$ cat src/rtl/spi_mem_responder_if.sv
// -----------------------------------------------------------------------------
// spi_mem_responder_if
// Groups the SPI pins and the write-observation strobe bus of the PSRAM
// stand-in into one bundle.
//   sclk, mosi, cs_n : driven by the SPI master (async to the target clock)
//   miso, miso_oe    : driven by the target during a READ data phase
//   wr_strobe        : 1-cycle pulse per completed write byte
//   wr_addr, wr_data : byte address and value that accompany wr_strobe
// Modports: master (SPI master / bench side), slave (memory target side).
// -----------------------------------------------------------------------------
interface spi_mem_responder_if #(
   parameter int ADDR_W = 8
);
   logic              sclk;
   logic              mosi;
   logic              cs_n;
   logic              miso;
   logic              miso_oe;
   logic              wr_strobe;
   logic [ADDR_W-1:0] wr_addr;
   logic [7:0]        wr_data;

   modport master (
      output sclk, mosi, cs_n,
      input  miso, miso_oe, wr_strobe, wr_addr, wr_data
   );

   modport slave (
      input  sclk, mosi, cs_n,
      output miso, miso_oe, wr_strobe, wr_addr, wr_data
   );
endinterface

$ cat src/rtl/spi_mem_responder.sv
// -----------------------------------------------------------------------------
// spi_mem_responder
// SPI mode-0 memory target (PSRAM stand-in). Decodes READ / WRITE opcodes,
// each followed by a 24-bit byte address, over an internal 2**ADDR_W byte
// array. All SPI pins are oversampled in the clk domain; there is no second
// clock.
// Ports:
//   clk  : system clock, at least 4x the SPI clock
//   rst  : synchronous active-high reset (also clears the memory)
//   bus  : spi_mem_responder_if.slave -- sclk/mosi/cs_n in,
//          miso/miso_oe/wr_strobe/wr_addr/wr_data out (all registered)
// -----------------------------------------------------------------------------
module spi_mem_responder #(
   parameter int         ADDR_W    = 8,
   parameter logic [7:0] CMD_READ  = 8'h03,
   parameter logic [7:0] CMD_WRITE = 8'h02
) (
   input  logic                  clk,
   input  logic                  rst,
   spi_mem_responder_if.slave    bus
);

   localparam int DEPTH = 1 << ADDR_W;

   localparam logic [2:0] ST_IDLE   = 3'd0;
   localparam logic [2:0] ST_CMD    = 3'd1;
   localparam logic [2:0] ST_ADDR   = 3'd2;
   localparam logic [2:0] ST_RDATA  = 3'd3;
   localparam logic [2:0] ST_WDATA  = 3'd4;
   localparam logic [2:0] ST_IGNORE = 3'd5;

   localparam logic [ADDR_W-1:0] ADDR_ONE = {{(ADDR_W-1){1'b0}}, 1'b1};

   // synchronisers and previous-value flops for edge detection
   logic sclk_meta_r, sclk_sync_r, sclk_prev_r;
   logic mosi_meta_r, mosi_sync_r;
   logic cs_meta_r, cs_sync_r, cs_prev_r;

   // protocol state
   logic [2:0]        state_r;
   logic [4:0]        bit_cnt_r;
   logic [7:0]        shreg_r;
   logic [ADDR_W-1:0] addr_r;
   logic              is_read_r;

   // registered outputs
   logic              miso_r;
   logic              miso_oe_r;
   logic              wr_strobe_r;
   logic [ADDR_W-1:0] wr_addr_r;
   logic [7:0]        wr_data_r;

   logic [7:0]        mem_r [DEPTH];

   // decoded events
   logic              rise_s;
   logic              fall_s;
   logic              cs_fall_s;
   logic              byte_done_s;
   logic              wr_fire_s;
   logic [7:0]        shift_in_s;
   logic [ADDR_W-1:0] addr_shift_s;

   assign rise_s       = sclk_sync_r & ~sclk_prev_r;
   assign fall_s       = ~sclk_sync_r & sclk_prev_r;
   assign cs_fall_s    = cs_prev_r & ~cs_sync_r;
   assign byte_done_s  = (bit_cnt_r == 5'd7);
   assign shift_in_s   = {shreg_r[6:0], mosi_sync_r};
   // shifting all 24 address bits through an ADDR_W-wide register leaves
   // exactly the low ADDR_W bits once the address phase is complete
   assign addr_shift_s = {addr_r[ADDR_W-2:0], mosi_sync_r};
   // a deasserted chip select suppresses the byte, so a partial byte never commits
   assign wr_fire_s    = (state_r == ST_WDATA) && !cs_sync_r && rise_s && byte_done_s;

   assign bus.miso      = miso_r;
   assign bus.miso_oe   = miso_oe_r;
   assign bus.wr_strobe = wr_strobe_r;
   assign bus.wr_addr   = wr_addr_r;
   assign bus.wr_data   = wr_data_r;

   // two-flop synchronisers for the SPI pins plus one history flop for edges
   always_ff @(posedge clk) begin
      if (rst) begin
         sclk_meta_r <= 1'b0;
         sclk_sync_r <= 1'b0;
         sclk_prev_r <= 1'b0;
         mosi_meta_r <= 1'b0;
         mosi_sync_r <= 1'b0;
         cs_meta_r   <= 1'b1;
         cs_sync_r   <= 1'b1;
         cs_prev_r   <= 1'b1;
      end else begin
         sclk_meta_r <= bus.sclk;
         sclk_sync_r <= sclk_meta_r;
         sclk_prev_r <= sclk_sync_r;
         mosi_meta_r <= bus.mosi;
         mosi_sync_r <= mosi_meta_r;
         cs_meta_r   <= bus.cs_n;
         cs_sync_r   <= cs_meta_r;
         cs_prev_r   <= cs_sync_r;
      end
   end

   // byte array: cleared by reset, written once per completed WRITE byte
   always_ff @(posedge clk) begin
      if (rst) begin
         for (int i = 0; i < DEPTH; i++) begin
            mem_r[i] <= 8'h00;
         end
      end else if (wr_fire_s) begin
         mem_r[addr_r] <= shift_in_s;
      end
   end

   // command / address / data sequencer and registered outputs
   always_ff @(posedge clk) begin
      if (rst) begin
         state_r     <= ST_IDLE;
         bit_cnt_r   <= 5'd0;
         shreg_r     <= 8'h00;
         addr_r      <= '0;
         is_read_r   <= 1'b0;
         miso_r      <= 1'b0;
         miso_oe_r   <= 1'b0;
         wr_strobe_r <= 1'b0;
         wr_addr_r   <= '0;
         wr_data_r   <= 8'h00;
      end else begin
         wr_strobe_r <= 1'b0;
         if (cs_sync_r) begin
            // deselect wins over any sclk edge seen in the same cycle
            state_r   <= ST_IDLE;
            bit_cnt_r <= 5'd0;
            miso_r    <= 1'b0;
            miso_oe_r <= 1'b0;
         end else begin
            case (state_r)
               ST_IDLE: begin
                  if (cs_fall_s) begin
                     state_r   <= ST_CMD;
                     bit_cnt_r <= 5'd0;
                     shreg_r   <= 8'h00;
                  end
               end
               ST_CMD: begin
                  if (rise_s) begin
                     shreg_r <= shift_in_s;
                     if (byte_done_s) begin
                        bit_cnt_r <= 5'd0;
                        if (shift_in_s == CMD_READ) begin
                           is_read_r <= 1'b1;
                           state_r   <= ST_ADDR;
                        end else if (shift_in_s == CMD_WRITE) begin
                           is_read_r <= 1'b0;
                           state_r   <= ST_ADDR;
                        end else begin
                           state_r <= ST_IGNORE;
                        end
                     end else begin
                        bit_cnt_r <= bit_cnt_r + 5'd1;
                     end
                  end
               end
               ST_ADDR: begin
                  if (rise_s) begin
                     addr_r <= addr_shift_s;
                     if (bit_cnt_r == 5'd23) begin
                        bit_cnt_r <= 5'd0;
                        if (is_read_r) begin
                           // prefetch byte 0 so the very next fall can present its bit 7
                           shreg_r <= mem_r[addr_shift_s];
                           addr_r  <= addr_shift_s + ADDR_ONE;
                           state_r <= ST_RDATA;
                        end else begin
                           state_r <= ST_WDATA;
                        end
                     end else begin
                        bit_cnt_r <= bit_cnt_r + 5'd1;
                     end
                  end
               end
               ST_RDATA: begin
                  if (fall_s) begin
                     miso_r    <= shreg_r[7];
                     miso_oe_r <= 1'b1;
                     if (byte_done_s) begin
                        shreg_r   <= mem_r[addr_r];
                        addr_r    <= addr_r + ADDR_ONE;
                        bit_cnt_r <= 5'd0;
                     end else begin
                        shreg_r   <= {shreg_r[6:0], 1'b0};
                        bit_cnt_r <= bit_cnt_r + 5'd1;
                     end
                  end
               end
               ST_WDATA: begin
                  if (rise_s) begin
                     shreg_r <= shift_in_s;
                     if (byte_done_s) begin
                        wr_strobe_r <= 1'b1;
                        wr_addr_r   <= addr_r;
                        wr_data_r   <= shift_in_s;
                        addr_r      <= addr_r + ADDR_ONE;
                        bit_cnt_r   <= 5'd0;
                     end else begin
                        bit_cnt_r <= bit_cnt_r + 5'd1;
                     end
                  end
               end
               ST_IGNORE: begin
                  miso_r    <= 1'b0;
                  miso_oe_r <= 1'b0;
               end
               default: begin
                  state_r   <= ST_IDLE;
                  bit_cnt_r <= 5'd0;
                  miso_r    <= 1'b0;
                  miso_oe_r <= 1'b0;
               end
            endcase
         end
      end
   end

endmodule

$ cat src/flat_wrapper.sv
// flat-port wrapper written by rule: the top's interface ports become plain ports
module spi_mem_responder_flat 
#(
   parameter int         ADDR_W    = 8,
   parameter logic [7:0] CMD_READ  = 8'h03,
   parameter logic [7:0] CMD_WRITE = 8'h02
)
  (clk, rst, bus_sclk, bus_mosi, bus_cs_n, bus_miso, bus_miso_oe, bus_wr_strobe, bus_wr_addr, bus_wr_data);
  spi_mem_responder_if #(.ADDR_W(ADDR_W)) bus_i ();
  input  logic clk;
  input  logic rst;
  input wire logic [$bits(bus_i.sclk)-1:0] bus_sclk;
  input wire logic [$bits(bus_i.mosi)-1:0] bus_mosi;
  input wire logic [$bits(bus_i.cs_n)-1:0] bus_cs_n;
  output wire logic [$bits(bus_i.miso)-1:0] bus_miso;
  output wire logic [$bits(bus_i.miso_oe)-1:0] bus_miso_oe;
  output wire logic [$bits(bus_i.wr_strobe)-1:0] bus_wr_strobe;
  output wire logic [$bits(bus_i.wr_addr)-1:0] bus_wr_addr;
  output wire logic [$bits(bus_i.wr_data)-1:0] bus_wr_data;
  assign bus_i.sclk = bus_sclk;
  assign bus_i.mosi = bus_mosi;
  assign bus_i.cs_n = bus_cs_n;
  assign bus_miso = bus_i.miso;
  assign bus_miso_oe = bus_i.miso_oe;
  assign bus_wr_strobe = bus_i.wr_strobe;
  assign bus_wr_addr = bus_i.wr_addr;
  assign bus_wr_data = bus_i.wr_data;
  spi_mem_responder #(.ADDR_W(ADDR_W), .CMD_READ(CMD_READ), .CMD_WRITE(CMD_WRITE)) u_core (.clk(clk), .rst(rst), .bus(bus_i));
endmodule
$ cat config.mk
export PLATFORM = sky130hd
export DESIGN_NAME = spi_mem_responder_flat
export DESIGN_NICKNAME = d
export VERILOG_FILES = /design/src/rtl/spi_mem_responder_if.sv /design/src/rtl/spi_mem_responder.sv /design/src/flat_wrapper.sv
export SDC_FILE = /design/constraint.sdc
export NUM_CORES = 2
export LEC_CHECK = 0
export CORE_MARGIN = 3
export CORE_UTILIZATION = 30
export CTS_CLUSTER_DIAMETER = 40
export CTS_CLUSTER_SIZE = 28
export DETAILED_ROUTE_END_ITERATION = 8
export GPL_ROUTABILITY_DRIVEN = 1
export PLACE_DENSITY = 0.46
export SYNTH_ARGS = -nofsm -noshare
export SYNTH_HDL_FRONTEND = slang
export SYNTH_SLANG_ARGS = --single-unit
$ cat constraint.sdc
create_clock -name clk -period 4.4 [get_ports clk]
set_input_delay 0.66 -clock clk [delete_from_list [all_inputs] [get_ports clk]]
set_output_delay 0.66 -clock clk [all_outputs]
set_load 0.01 [all_outputs]
==> metrics.txt <==
flop-to-flop setup slack=0.0008 ns; number of clock sinks=2108; Clk Latency, worst-skew pair=0.98 ns; area of the core=384000 sq um; fraction of registers with async set/reset=0; CP Launch Type=flop; CTS max path bufs=4; setup bufs post-CTS=0; die height=628 microns; Max Cap Violations=0; Most used DFF post-synth=edfxtp_1; sequential fraction of the synthesis area=0.540; Peak VDD IR=290 uV; Pleak=around 54 nW; most frequent cells in the layout=edfxtp_1 (2048), and3_1 (1541), mux4_2 (882), and2_1 (529), buf_4 (495); Routed Antenna Nets=0; Cell variety after synth=slightly above 80; fmax=227 MHz; critical path, cell by cell=buf_12 -> buf_12 -> buf_4 -> mux2i_1 -> a22oi_1 -> a221oi_1 -> a31oi_1 -> nor3_1 -> or4_1 -> a41oi_1; critical path fanouts, max=51; syn nets=between 8000 and 9000; DP Wirelength=between 300 and 400 mm; Tcrit/Tclk final=1.00; depth of the worst register-to-register path=10; IO Count=24; gpl congestion=0.951; largest net degree at the start of global routing=about 170; Switch Pwr=13.4 mW; Clock power frac=0.574; Synth Warn #=0; area delta synth->final=19.8%; Worst setup EP type=flop; htree depth=5; Final Critical Period=approximately 4.4 ns; WP data arrival=around 5.2 ns; Sw Share=0.227; initial antenna violation count=40; Tightest Pin Transition=1.44 ns; FF-to-FF Start=u_core.mosi_sync_r; Max stage delay on crit path=a little under 0.8 ns; Final Skew=0.0739 ns; RSZ-0062 raised after global routing=no; critical path's most frequent cell=buf_12; Slew Viols, Final=0; Internal=45.5 mW; Setup crit start=u_core.mosi_sync_r; Slew HR=0.0386; worst path required time=between 5 and 6 ns; Critical Path Sink=u_core.shreg_r[7]; router iterations before antenna repair=8; count of input and output buffers=23; end of the worst register-to-register path=u_core.shreg_r[7]; status=finished, final reports clean; DRT Wirelength=499 mm; wire per inst=35.8 microns; register bit count reported by yosys=2108; syn avg cell area=13.8 sq um; Flop pwr share=0.391; PD cells=about 420 nW/um^2; DRC Markers=0; Crit-path slowest cell=nor3_1; number of synthesized flops with an enable pin=a little over 2000; Die ar.=approximately 390000 sq um; Setup CP Type=flop to flop; CTS Buf Count=419; GRT overflow=0; Fin Setup TNS=0 ns; detailed-route via count=83070; vias per cell=5.96; Gate power share=0.035; Iter 0 DRT Violations=11552; Mapped Cells=8420; CTS root buf=clkbuf_16; Reg clk slew, reported paths=0.05 ns; Final Hold Fails=0; GRT Total Usage=0.244; Final Total Pwr=~59 mW; Rows=227; Worst Hold Class=input pin to flop; first-pass GRT wire length=just under 700 mm; final setup fails=0; die span in x=628 microns; share of cells above drive strength 1=0.275; CTS tree=built; most common cell after layout, fill and taps aside=edfxtp_1; Netlist Area Pre-Place=116000 sq um; Nets=around 8400; vias in the first global route=just over 80000; starting density of the core=0.303
## synthesized netlist by cell type (7+ instances only)
library cell | count | area (sq um)
a32oi_1 | 10 | 87.6
mux2_2 | 52 | 586
mux2i_1 | 454 | 4540
a2111oi_0 | 7 | 61.3
o211ai_1 | 21 | 158
a21oi_1 | 161 | 806
and3_1 | 1545 | 9670
buf_4 | 98 | 736
clkbuf_1 | 764 | 2870
nor2b_1 | 34 | 213
mux4_2 | 882 | 19900
a21o_1 | 197 | 1480
a221oi_1 | 26 | 228
buf_1 | 42 | 158
buf_6 | 46 | 518
nand3_1 | 58 | 290
and2_1 | 541 | 3380
buf_2 | 119 | 596
nor2_1 | 211 | 792
o21ai_0 | 112 | 561
nor4_1 | 16 | 100
nand4_1 | 24 | 150
o221ai_1 | 43 | 377
a311oi_1 | 8 | 70.1
a211oi_1 | 53 | 398
o31ai_1 | 7 | 52.6
a22o_1 | 36 | 315
edfxtp_1 | 2048 | 61500
nand2b_1 | 17 | 106
dfxtp_1 | 60 | 1200
or2_2 | 84 | 526
o22ai_1 | 97 | 607
a31oi_1 | 14 | 87.6
a22oi_1 | 120 | 901
nand2_1 | 237 | 890
nor3_1 | 57 | 285
## worst min-delay path by stage
stage	startpoint	cells after the start	slack [ns]	to
floorplan	u_core.cs_meta_r	1	0.39	u_core.cs_sync_r
global placement	u_core.cs_meta_r	1	0.41	u_core.cs_sync_r
detailed placement	u_core.cs_meta_r	1	0.41	u_core.cs_sync_r
CTS	bus_cs_n	2	0.22	u_core.cs_meta_r
global route	bus_cs_n	2	0.25	u_core.cs_meta_r
finish	bus_cs_n	2	0.27	u_core.cs_meta_r
## cell families after synthesis
logic type,after synthesis,share of synthesized area
xor+xnor,6,0.000452
fa+ha+maj,6,0.000646
buf+inv,1079,0.0424
flops,2108,0.540
simple gates,2869,0.144
compound gates,963,0.0572
mux,1389,0.215
## sequential cells by signal (all words and copies together) (netlist names), 3 cells and up, named ones only
| register | flops |
|---|---|
| u_core.mem_r | 2048 |
| u_core.addr_r | 8 |
| u_core.bus.wr_addr | 8 |
| u_core.bus.wr_data | 8 |
| u_core.shreg_r | 8 |
| u_core.bit_cnt_r | 5 |
| u_core.state_r | 3 |
## per-layer routing
metal | part of all wire | track usage | routed length, microns | vias up
met5 | 0.0013 | 0 | 627 | -
met4 | 0.050 | 0.107 | 24900 | 36
li1 | - | - | - | 33416
met2 | 0.45 | 0.380 | 226000 | 4800
met3 | 0.093 | 0.0567 | 46400 | 1003
met1 | 0.40 | 0.326 | 201000 | 43815
## area by class of cell
| type | count | area [sq um] |
|---|---|---|
| antenna | 11 | 27.5 |
| clock buffer | 465 | 10800 |
| clock inverter | 317 | 4080 |
| fill | 36419 | 245000 |
| inverter | 9 | 47.5 |
| multi-input combinational | 5233 | 48800 |
| sequential | 2108 | 62800 |
| tap | 5152 | 6450 |
| timing repair buffer | 636 | 6300 |
## power by group through the flow
stage / clock [mW] / sequential, mW / combinational, mW
after floorplan: 0 / 23.2 / 1.31
after global placement: 0 / 23.4 / 2.04
after detailed placement: 0 / 23.4 / 2.05
after CTS: 34.1 / 23.0 / 2.06
after global routing: 35.0 / 23.1 / 2.15
final: 33.8 / 23.0 / 2.07
## per-stage QoR
| step | util | hold slack (ns) | area, sq um | worst slack [ns] | instances |
|---|---|---|---|---|---|
| after floorplan | - | 0.389 | 116000 | 0.907 | 8420 |
| after global placement | 0.324 | 0.411 | 124000 | 0.176 | 13137 |
| after detailed placement | 0.324 | 0.407 | 124000 | 0.139 | 13137 |
| after CTS | 0.363 | 0.215 | 139000 | 0.145 | 13920 |
| after global routing | 0.363 | 0.249 | 139000 | 0.0298 | 13922 |
| final | 0.363 | 0.274 | 139000 | 0.000793 | 13931 |
## repair_timing
item	CTS	global route
hold buffers	1	0
hold endpoints to repair	3	0
endpoints found under the setup margin	0	1
resized for setup	0	1
## critical path: cells and delay by family (launching register included)
kind	cells	cell delay (ns)
DFF	1	0.75
AOI/OAI and AO/OA	4	0.90
buffers and inverters	3	0.94
muxes	1	0.25
and+or+nand+nor	2	1.25
No activity file was read; power rests on OpenSTA's default activity.
